## src/rtl/CacheTypes.sv

```systemverilog
// Shared types for the cache/memory arbiter: arbiter state encoding and default widths.
// Latency: n/a (types and constants only).
// Backpressure: n/a.
package CacheTypes;

    typedef enum logic [1:0] {
        State_Idle   = 2'd0,
        State_GrantI = 2'd1,
        State_GrantD = 2'd2
    } MemArbState;

    localparam int DEF_LINE_WIDTH     = 128;
    localparam int DEF_MEM_ADDR_WIDTH = 28;

endpackage

```

## src/rtl/cache_mem_arbiter_pick.sv

```systemverilog
// Grant selection between the I-side and D-side replacers (pure combinational).
// Latency: zero cycles; the result is registered by the arbiter state machine.
// Backpressure: none; the losing side simply keeps its request asserted.
// CACHE_MEM_ARBITER_ROUND_ROBIN_EN selects alternation on contention instead of D-over-I priority.
module cache_mem_arbiter_pick (
    output logic grantD,
    input  logic reqI,
    input  logic reqD
`ifdef CACHE_MEM_ARBITER_ROUND_ROBIN_EN
    ,
    input  logic lastGrantD
`endif
);

`ifdef CACHE_MEM_ARBITER_ROUND_ROBIN_EN
    // On contention the side that did not win last time goes first.
    always_comb begin
        grantD = reqD;
        if (reqI && reqD) begin
            grantD = ~lastGrantD;
        end
    end
`else
    // Fixed priority: any D request beats an I request.
    always_comb begin
        grantD = reqD;
    end
`endif

endmodule

```

## src/rtl/cache_mem_arbiter.sv

```systemverilog
// Shares one line-wide memory port between the I-cache (read) and D-cache (read/write-back) replacers.
// Latency: request seen in Idle at cycle N drives the memory strobe at N+1; one Idle cycle between grants.
// Backpressure: the grant is held until the memory done pulse; the other side waits with its request held.
// Optional build macro CACHE_MEM_ARBITER_ROUND_ROBIN_EN switches contention policy to round-robin.
module cache_mem_arbiter
    import CacheTypes::*;
#(
    parameter int LINE_WIDTH     = DEF_LINE_WIDTH,
    parameter int MEM_ADDR_WIDTH = DEF_MEM_ADDR_WIDTH
) (
    input  logic                      clk,
    input  logic                      rstN,
    input  logic [MEM_ADDR_WIDTH-1:0] iReqAddr,
    input  logic                      iReadEnable,
    output logic                      iReadDone,
    output logic [LINE_WIDTH-1:0]     iReadValue,
    input  logic [MEM_ADDR_WIDTH-1:0] dReqAddr,
    input  logic                      dReadEnable,
    input  logic                      dWriteEnable,
    input  logic [LINE_WIDTH-1:0]     dWriteValue,
    output logic                      dReadDone,
    output logic                      dWriteDone,
    output logic [LINE_WIDTH-1:0]     dReadValue,
    output logic [MEM_ADDR_WIDTH-1:0] memAddr,
    output logic                      memReadEnable,
    output logic                      memWriteEnable,
    output logic [LINE_WIDTH-1:0]     memWriteValue,
    input  logic                      memReadDone,
    input  logic                      memWriteDone,
    input  logic [LINE_WIDTH-1:0]     memReadValue
);

    MemArbState                state_q;
    MemArbState                state_d;
    logic                      reqI;
    logic                      reqD;
    logic                      grantD;
    logic [MEM_ADDR_WIDTH-1:0] lastAddr;

    assign reqI = iReadEnable;
    assign reqD = dReadEnable | dWriteEnable;

    // Read data is broadcast; only the done strobes are steered to the granted side.
    assign iReadValue = memReadValue;
    assign dReadValue = memReadValue;

`ifdef CACHE_MEM_ARBITER_ROUND_ROBIN_EN
    logic lastGrantD;

    // Remember which side was granted most recently, updated on grant entry.
    always_ff @(posedge clk or negedge rstN) begin
        if (!rstN) begin
            lastGrantD <= 1'b0;
        end else if (state_q == State_Idle && state_d == State_GrantD) begin
            lastGrantD <= 1'b1;
        end else if (state_q == State_Idle && state_d == State_GrantI) begin
            lastGrantD <= 1'b0;
        end
    end

    cache_mem_arbiter_pick u_pick (
        .grantD     (grantD),
        .reqI       (reqI),
        .reqD       (reqD),
        .lastGrantD (lastGrantD)
    );
`else
    cache_mem_arbiter_pick u_pick (
        .grantD (grantD),
        .reqI   (reqI),
        .reqD   (reqD)
    );
`endif

    // Arbiter state register; reset forces Idle, which drops the memory strobes at once.
    always_ff @(posedge clk or negedge rstN) begin
        if (!rstN) begin
            state_q <= State_Idle;
        end else begin
            state_q <= state_d;
        end
    end

    // Track the address driven during a grant so Idle keeps presenting it.
    always_ff @(posedge clk or negedge rstN) begin
        if (!rstN) begin
            lastAddr <= '0;
        end else if (state_q != State_Idle) begin
            lastAddr <= memAddr;
        end
    end

    // Next state, memory-side mux and done steering.
    always_comb begin
        state_d        = state_q;
        memAddr        = lastAddr;
        memReadEnable  = 1'b0;
        memWriteEnable = 1'b0;
        memWriteValue  = '0;
        iReadDone      = 1'b0;
        dReadDone      = 1'b0;
        dWriteDone     = 1'b0;
        case (state_q)
            State_Idle: begin
                if (reqD || reqI) begin
                    state_d = grantD ? State_GrantD : State_GrantI;
                end
            end
            State_GrantI: begin
                memAddr       = iReqAddr;
                memReadEnable = iReadEnable;
                iReadDone     = memReadDone & iReadEnable;
                // A dropped enable is an abort; a done arriving alongside it is discarded.
                if (!iReadEnable || memReadDone) begin
                    state_d = State_Idle;
                end
            end
            State_GrantD: begin
                memAddr        = dReqAddr;
                memReadEnable  = dReadEnable & ~dWriteEnable;
                memWriteEnable = dWriteEnable;
                memWriteValue  = dWriteValue;
                dReadDone      = memReadDone & dReadEnable & ~dWriteEnable;
                dWriteDone     = memWriteDone & dWriteEnable;
                if (!reqD || (memReadDone && dReadEnable && !dWriteEnable) ||
                    (memWriteDone && dWriteEnable)) begin
                    state_d = State_Idle;
                end
            end
            default: begin
                state_d = State_Idle;
            end
        endcase
    end

    // The D replacer must never ask for a read and a write-back together.
    a_no_dual_d_req: assert property (@(posedge clk) disable iff (!rstN)
        !(dReadEnable && dWriteEnable));

endmodule

```

## config.mk

```make
export PLATFORM = sky130hd
export DESIGN_NAME = cache_mem_arbiter
export DESIGN_NICKNAME = d
export VERILOG_FILES = /design/src/rtl/CacheTypes.sv /design/src/rtl/cache_mem_arbiter_pick.sv /design/src/rtl/cache_mem_arbiter.sv
export SDC_FILE = /design/constraint.sdc
export NUM_CORES = 1
export LEC_CHECK = 0
export ABC_AREA = 0
export CAP_MARGIN = 20
export CORE_AREA = 2 2 289 291
export CTS_BUF_LIST = sky130_fd_sc_hd__clkbuf_8
export CTS_CLUSTER_SIZE = 16
export DETAILED_ROUTE_END_ITERATION = 8
export DIE_AREA = 0 0 291 293
export SLEW_MARGIN = 20
export SYNTH_ARGS = -nofsm -noshare
export SYNTH_HDL_FRONTEND = slang
export SYNTH_SLANG_ARGS = --single-unit
```

## constraint.sdc

```tcl
create_clock -name clk -period 1.7 [get_ports clk]
set_input_delay 0.34 -clock clk [delete_from_list [all_inputs] [get_ports clk]]
set_output_delay 0.34 -clock clk [all_outputs]
set_load 0.03 [all_outputs]
```

==> results of run 1 <==
how the worst min path moves through the flow:
| stage | start | slack (ns) | to | cells past startpoint |
|---|---|---|---|---|
| 6_report | rstN | 0.03 | state_q[0] | 1 |
| 5_1_grt | rstN | 0.03 | state_q[0] | 1 |
| 3_5_place_dp | rstN | 0.43 | lastAddr[26] | 1 |
| 2_1_floorplan | rstN | 0.04 | lastAddr[0] | 0 |
| 3_3_place_gp | rstN | 0.44 | lastAddr[26] | 1 |
| 4_1_cts | rstN | 0.01 | state_q[0] | 1 |
metal layers:
layer	track usage, %	share of wire (%)	wire length, um
met1	13.2	42	20400
met3	13.1	25	12100
met4	2.72	2.3	1110
met5	0	0.41	199
met2	11.2	31	15000
where the power goes:
part / leakage, nW / switching [W] / internal [W] / total (W)
Clock: 0.0524 / 0.000414 / 0.000323 / 0.000737
Sequential: 0.356 / 0.000197 / 0.00111 / 0.00131
Combinational: 3.57 / 0.00957 / 0.0104 / 0.0199
repair_timing:
action	in CTS	in global routing
buffers inserted	20	30
gates cloned	12	7
pin swaps	19	26
endpoints found under the setup margin	183	185
resized for setup	260	52
metrics by stage:
stage / std cells / hold slack [ns] / instance area, um2
floorplan: 580 / 0.0444 / 4990
global placement: 1750 / 0.437 / 8680
detailed placement: 1750 / 0.430 / 8680
CTS: 1789 / 0.0129 / 10000
global route: 1817 / 0.0285 / 10400
finish: 1822 / 0.0313 / 10400
cell families after synthesis:
group           synth area share (%)
buf+inv                         45.1
simple gates                    20.2
compound gates                  11.4
flops                           15.9
mux                             6.67
fa+ha+maj                      0.794
state kept, by name (all words and copies together), names as in the netlist:
name	flops
state_q	2
lastAddr	28
cell usage in the layout, fill, tap and decap left out, drive strengths merged:
master | Yosys | routed
mux2 | 28 | 28
buf | 281 | 250
o221ai | 1 | 1
nand4bb | 1 | 1
clkdlybuf4s50 | 0 | 189
a22oi | 28 | 28
o22ai | 1 | 1
a21oi | 31 | 31
nand2 | 2 | 2
inv | 5 | 6
ha | 3 | 3
a21boi | 1 | 1
diode | 0 | 5
nor2 | 31 | 31
and3 | 1 | 1
o21ai | 1 | 1
or2 | 1 | 1
clkinv | 0 | 1
dfrtp | 30 | 30
clkbuf | 5 | 12
nand3b | 1 | 1
and2 | 128 | 128
final cells by class:
class / instances / area [um2] / area share [%]
timing repair buffer: 445 / 5760 / 55.2
antenna: 5 / 12.5 / 0.120
sequential: 30 / 751 / 7.19
clock inverter: 2 / 8.76 / 0.0839
clock buffer: 6 / 82.6 / 0.791
multi-input combinational: 259 / 2460 / 23.6
tap: 1070 / 1340 / 12.8
inverter: 5 / 21.3 / 0.204
==> results.md, run 1 <==
- Startpoint types: register
- Violated checks: setup timing
- Vias per std cell: 2.58
- CTS tree: done
- Ratio of final minimum period to clock period: 131%
- Startpoint of the most critical register-to-register path: state_q[1]
- Setup slack of the critical path after layout: -0.524 ns
- Via count of the first global-routing pass: 4933
- Overall die area: 85300 um2
- Achievable frequency: 450 MHz
- Top-level port count: 736
- Wirelength per Cell: 26.8 um
- Count of port buffers added during placement: 351
- Ranking of synthesized cells by instance count: buf_4, and2_1, nor2_1
- Number of instances in the synthesized netlist: 580
- Synth top area cells: buf_4, and2_1, dfrtp_1, mux2_2, a22oi_2
- Cell at the root of the clock tree: clkbuf_8
- Worst setup path startpoint: state_q[1]
- CTS Buf Count: 5
- Setup repair after global routing missed its margin: yes
- Clock Latency Late Sink: 0.34 ns
- Slowest stage cell, crit path: dfrtp_1
- Initial core utilization: 5.77%
- Drt first-iter violations: 104
- Antenna-violating nets left: 0
- Data required time of the critical path: 1.36 ns
- Clk_skew: 0.00943 ns
- Global placement routability congestion: 0.736
- Total of flip-flops plus latches after synthesis: 30
- CP top delay family: buffers and inverters
- Core region area: 81800 um2
- Endpoint of the worst register-to-register path: lastAddr[27]
- Largest vdd supply drop: 0.00135 V
- Run status: complete, but fails checks
- Pin slew with the least headroom to its limit: 0.687 ns
- Largest net degree at the start of global routing: 40
- CP peak stage delay: 0.42 ns
- Synth area leader: buf_4
- DIE HEIGHT: 293 um
- Final Hold Viols: 0
- Final design utilization: 12.8%
- Cell with the most instances after synthesis: buf_4
- WL final: 48.8 mm
- Reg2reg setup slack: -0.14 ns
- Number of nets produced by synthesis: 902
- Clock sink count: 30
- Area of the mapped netlist: 4730 um2
- Distinct cell type count after synthesis: 25
- Fraction of registers with async set/reset: 100%
- Area delta synth->final: 121%
- Total grt overflow: 0
- Count of final max-slew check failures: 0
- Standard-cell rows: 105
- Rel. slew slack: 54.2%
- Count of TritonRoute iterations in the first routing pass: 4
- Antenna violations before repair: 39
- Worst Path Buf+Inv: 4
- Clk pin slew, worst setup/hold paths: 0.09 ns
- Count of flip-flops with a built-in enable after synthesis: 0
- Type of the setup path with the least slack: register to output port
- Critical path depth: 7
- Most common cell on crit path: buf_6
- Prevailing post-synth register cell: dfrtp_1
- R2R cell count: 8
- Fraction of final layout cells with drive strength greater than 1: 66.1%
- GRT Total Usage: 10.9%
- Clock period minus worst slack: 2.22 ns
- Overall Power: 0.0220 W
- Synth Area per Inst: 8.15 um2
- Hold-fix buffers at CTS: 0
- Global-route wire length before repair: 58.1 mm
- Nets: 1068
- Critical Path Sink: memAddr[1]
- Setup TNS: -67.22 ns
- Number of synthesis warnings: 0
- Min-delay worst type: input port to async pin
- DRC: 0
- Die width: 291 um
- CP Data Arrival Time: 1.88 ns
- Largest fanout on the critical path: 7
- Number of max-capacitance violations reported: 0
- Number of vias after detailed routing: 4700
- Number of H-tree levels: 2
- Number of setup violations in the final report: 176
- Leakage: 3.98 nW
- Worst slack after detailed placement: -0.430 ns
- Detailed-placement wirelength estimate: 41.4 mm
- Crit path capture type: output port
- CP Cell Sequence: buf_6, ha_4, buf_12, clkbuf_16, a22oi_2, a21oi_4, buf_6
- Count of filler cells inserted in the layout: 9268
- Area share of the largest cell type after synthesis: 41.1%
- Clock tree buffer depth: 2
- Sequential-to-total area share from yosys stat: 15.9%
- PD cells: 2110 nW/um2
Note: power is estimated with default switching activity, not from simulation.
==> run 2: changes to the inputs <==
TNS_END_PERCENT = 100   (was default)
==> results of run 2 <==
The final DEF is identical to that of run 1; final timing and power are the same.
==> run 3: changes to the inputs <==
GPL_TIMING_DRIVEN = 0   (was default)
PLACE_DENSITY = 0.3   (was default)
==> results.md, run 3 (same netlist as run 1, synthesis figures left out) <==
- Fraction of final layout cells with drive strength greater than 1: 57.5% (was 66.1%)
- Core region area: 81800 um2 (unchanged)
- CP Data Arrival Time: 1.85 ns (was 1.88 ns)
- Endpoint of the worst register-to-register path: lastAddr[1] (was lastAddr[27])
- R2R cell count: 8 (unchanged)
- Antenna-violating nets left: 0 (unchanged)
- Wirelength per Cell: 21.3 um (was 26.8 um)
- Count of final max-slew check failures: 0 (unchanged)
- Run status: complete, but fails checks (unchanged)
- Global placement routability congestion: 0.817 (was 0.736)
- Initial core utilization: 5.77% (unchanged)
- Violated checks: setup timing (unchanged)
- Clk pin slew, worst setup/hold paths: 0.08 ns (was 0.09 ns)
- Pin slew with the least headroom to its limit: 0.598 ns (was 0.687 ns)
- GRT Total Usage: 10.6% (was 10.9%)
- Commonest non-fill, non-tap cell in the layout: clkdlybuf4s50_1 (unchanged)
- Largest fanout on the critical path: 5 (was 7)
- Top-level port count: 736 (unchanged)
- Startpoint types: register (unchanged)
- Global-route wire length before repair: 61.1 mm (was 58.1 mm)
- Cell at the root of the clock tree: clkbuf_8 (unchanged)
- DIE HEIGHT: 293 um (unchanged)
- Count of TritonRoute iterations in the first routing pass: 4 (unchanged)
- Data required time of the critical path: 1.36 ns (about the same)
- Clock Latency Late Sink: 0.32 ns (was 0.34 ns)
- Overall Power: 0.0212 W (was 0.0220 W)
- Number of H-tree levels: 2 (unchanged)
- Via count of the first global-routing pass: 6209 (was 4933)
- Count of port buffers added during placement: 607 (was 351)
- Clk_skew: 0.0107 ns (was 0.00943 ns)
- Startpoint of the most critical register-to-register path: state_q[1] (unchanged)
- DRC: 0 (unchanged)
- Worst slack after detailed placement: -1.88 ns (was -0.430 ns)
- Crit path capture type: output port (unchanged)
- Overall die area: 85300 um2 (unchanged)
- Clock tree buffer depth: 2 (unchanged)
- Number of setup violations in the final report: 178 (was 176)
- Reg2reg setup slack: -0.18 ns (was -0.14 ns)
- Largest vdd supply drop: 0.000784 V (was 0.00135 V)
- Achievable frequency: 457 MHz (was 450 MHz)
- Setup slack of the critical path after layout: -0.490 ns (was -0.524 ns)
- Count of filler cells inserted in the layout: 9183 (was 9268)
- Number of vias after detailed routing: 6098 (was 4700)
- PD cells: 1510 nW/um2 (was 2110 nW/um2)
- Max reg flops: 28 (unchanged)
- Nets: 1561 (was 1068)
- Commonest cells after routing, fill and taps aside: clkdlybuf4s50_1, buf_4, buf_6 (was clkdlybuf4s50_1, and2_4, buf_12)
- Finished Layout Cells: 2315 (was 1822)
- Total grt overflow: 0 (unchanged)
- Largest regs: lastAddr: 28 flops, state_q: 2 flops (unchanged)
- Critical Path Sink: memReadEnable (was memAddr[1])
- Vias per std cell: 2.63 (was 2.58)
- Final Hold Viols: 0 (unchanged)
- Leakage: 5.81 nW (was 3.98 nW)
- Antenna violations before repair: 19 (was 39)
- Drt first-iter violations: 114 (was 104)
- WL final: 49.3 mm (was 48.8 mm)
- Cell count after placement: 2258 (was 1750)
- CTS tree: done (unchanged)
- Rel. slew slack: 60.1% (was 54.2%)
- Register Area: 751 um2 (unchanged)
- CTS Buf Count: 5 (unchanged)
- Detailed-placement wirelength estimate: 43.9 mm (was 41.4 mm)
- Setup repair after global routing missed its margin: yes (unchanged)
- Number of max-capacitance violations reported: 0 (unchanged)
- Type of the setup path with the least slack: register to output port (unchanged)
- Ratio of final minimum period to clock period: 129% (was 131%)
- Clock period minus worst slack: 2.19 ns (was 2.22 ns)
- Largest register by flop count: lastAddr (unchanged)
- Area delta synth->final: 196% (was 121%)
- Die width: 291 um (unchanged)
- Worst setup path startpoint: state_q[0] (was state_q[1])
- Standard-cell rows: 105 (unchanged)
- Clock sink count: 30 (unchanged)
- Multi-input gate area: 2350 um2 (was 2460 um2)
- Min-delay worst type: input port to async pin (unchanged)
- Largest net degree at the start of global routing: 19 (was 40)
-- run 3: power by group --
part           internal [W]  switching, W
registers           0.00111      0.000191
logic               0.00917        0.0100
clock network      0.000322      0.000351
total                0.0106        0.0106
-- run 3: repair_timing --
item	CTS	global route
hold buffers	1	0
pin swaps	3	31
resized for setup	917	457
cloned	1	9
endpoints found under the setup margin	191	190
hold endpoints to repair	12	0
setup buffers	6	28
-- run 3: critical path, stage by stage (launching register included) --
cell       delay, ns
dfrtp_1         0.39
inv_2           0.11
ha_4            0.18
buf_12          0.14
clkbuf_16       0.16
nand3b_1        0.20
a21boi_4        0.20
buf_6           0.15
-- run 3: through the flow --
stage | hold slack, ns | cell area (um2) | util (%) | setup TNS [ns]
global placement | 0.488 | 12400 | 15.2 | -229.36
floorplan | 0.0444 | 4990 | - | -1.96
global route | 0.507 | 14000 | 17.1 | -77.73
CTS | 0.481 | 12700 | 15.5 | -75.07
detailed placement | 0.318 | 12400 | 15.2 | -211.93
finish | 0.470 | 14000 | 17.1 | -62.27
-- run 3: worst min-delay path by stage --
stage	startpoint	endpoint	slack [ns]	cells past startpoint
floorplan	rstN	lastAddr[0]	0.04	0
global placement	lastAddr[3]	lastAddr[3]	0.49	1
detailed placement	rstN	lastAddr[5]	0.32	1
CTS	rstN	lastAddr[5]	0.48	2
global route	rstN	lastAddr[3]	0.51	2
finish	rstN	lastAddr[5]	0.47	2
-- run 3: layout make-up --
type / count / area share [%]
well taps: 1070 / 9.58
repair buffers: 653 / 50.5
multi-input cells: 259 / 16.8
clock buffers: 6 / 0.591
flip-flops and latches: 30 / 5.37
plain buffers: 285 / 16.8
inverters: 5 / 0.134
diodes: 5 / 0.0895
clock inverters: 2 / 0.0627
-- run 3: per-layer routing --
layer	vias up	part of all wire, %	wire (um)	global-route usage (%)
met3	36	16	8110	8.20
li1	2912	-	-	-
met2	338	47	23100	17.6
met1	2790	36	17600	11.0
met5	-	0.29	145	0
met4	22	0.68	337	0.720
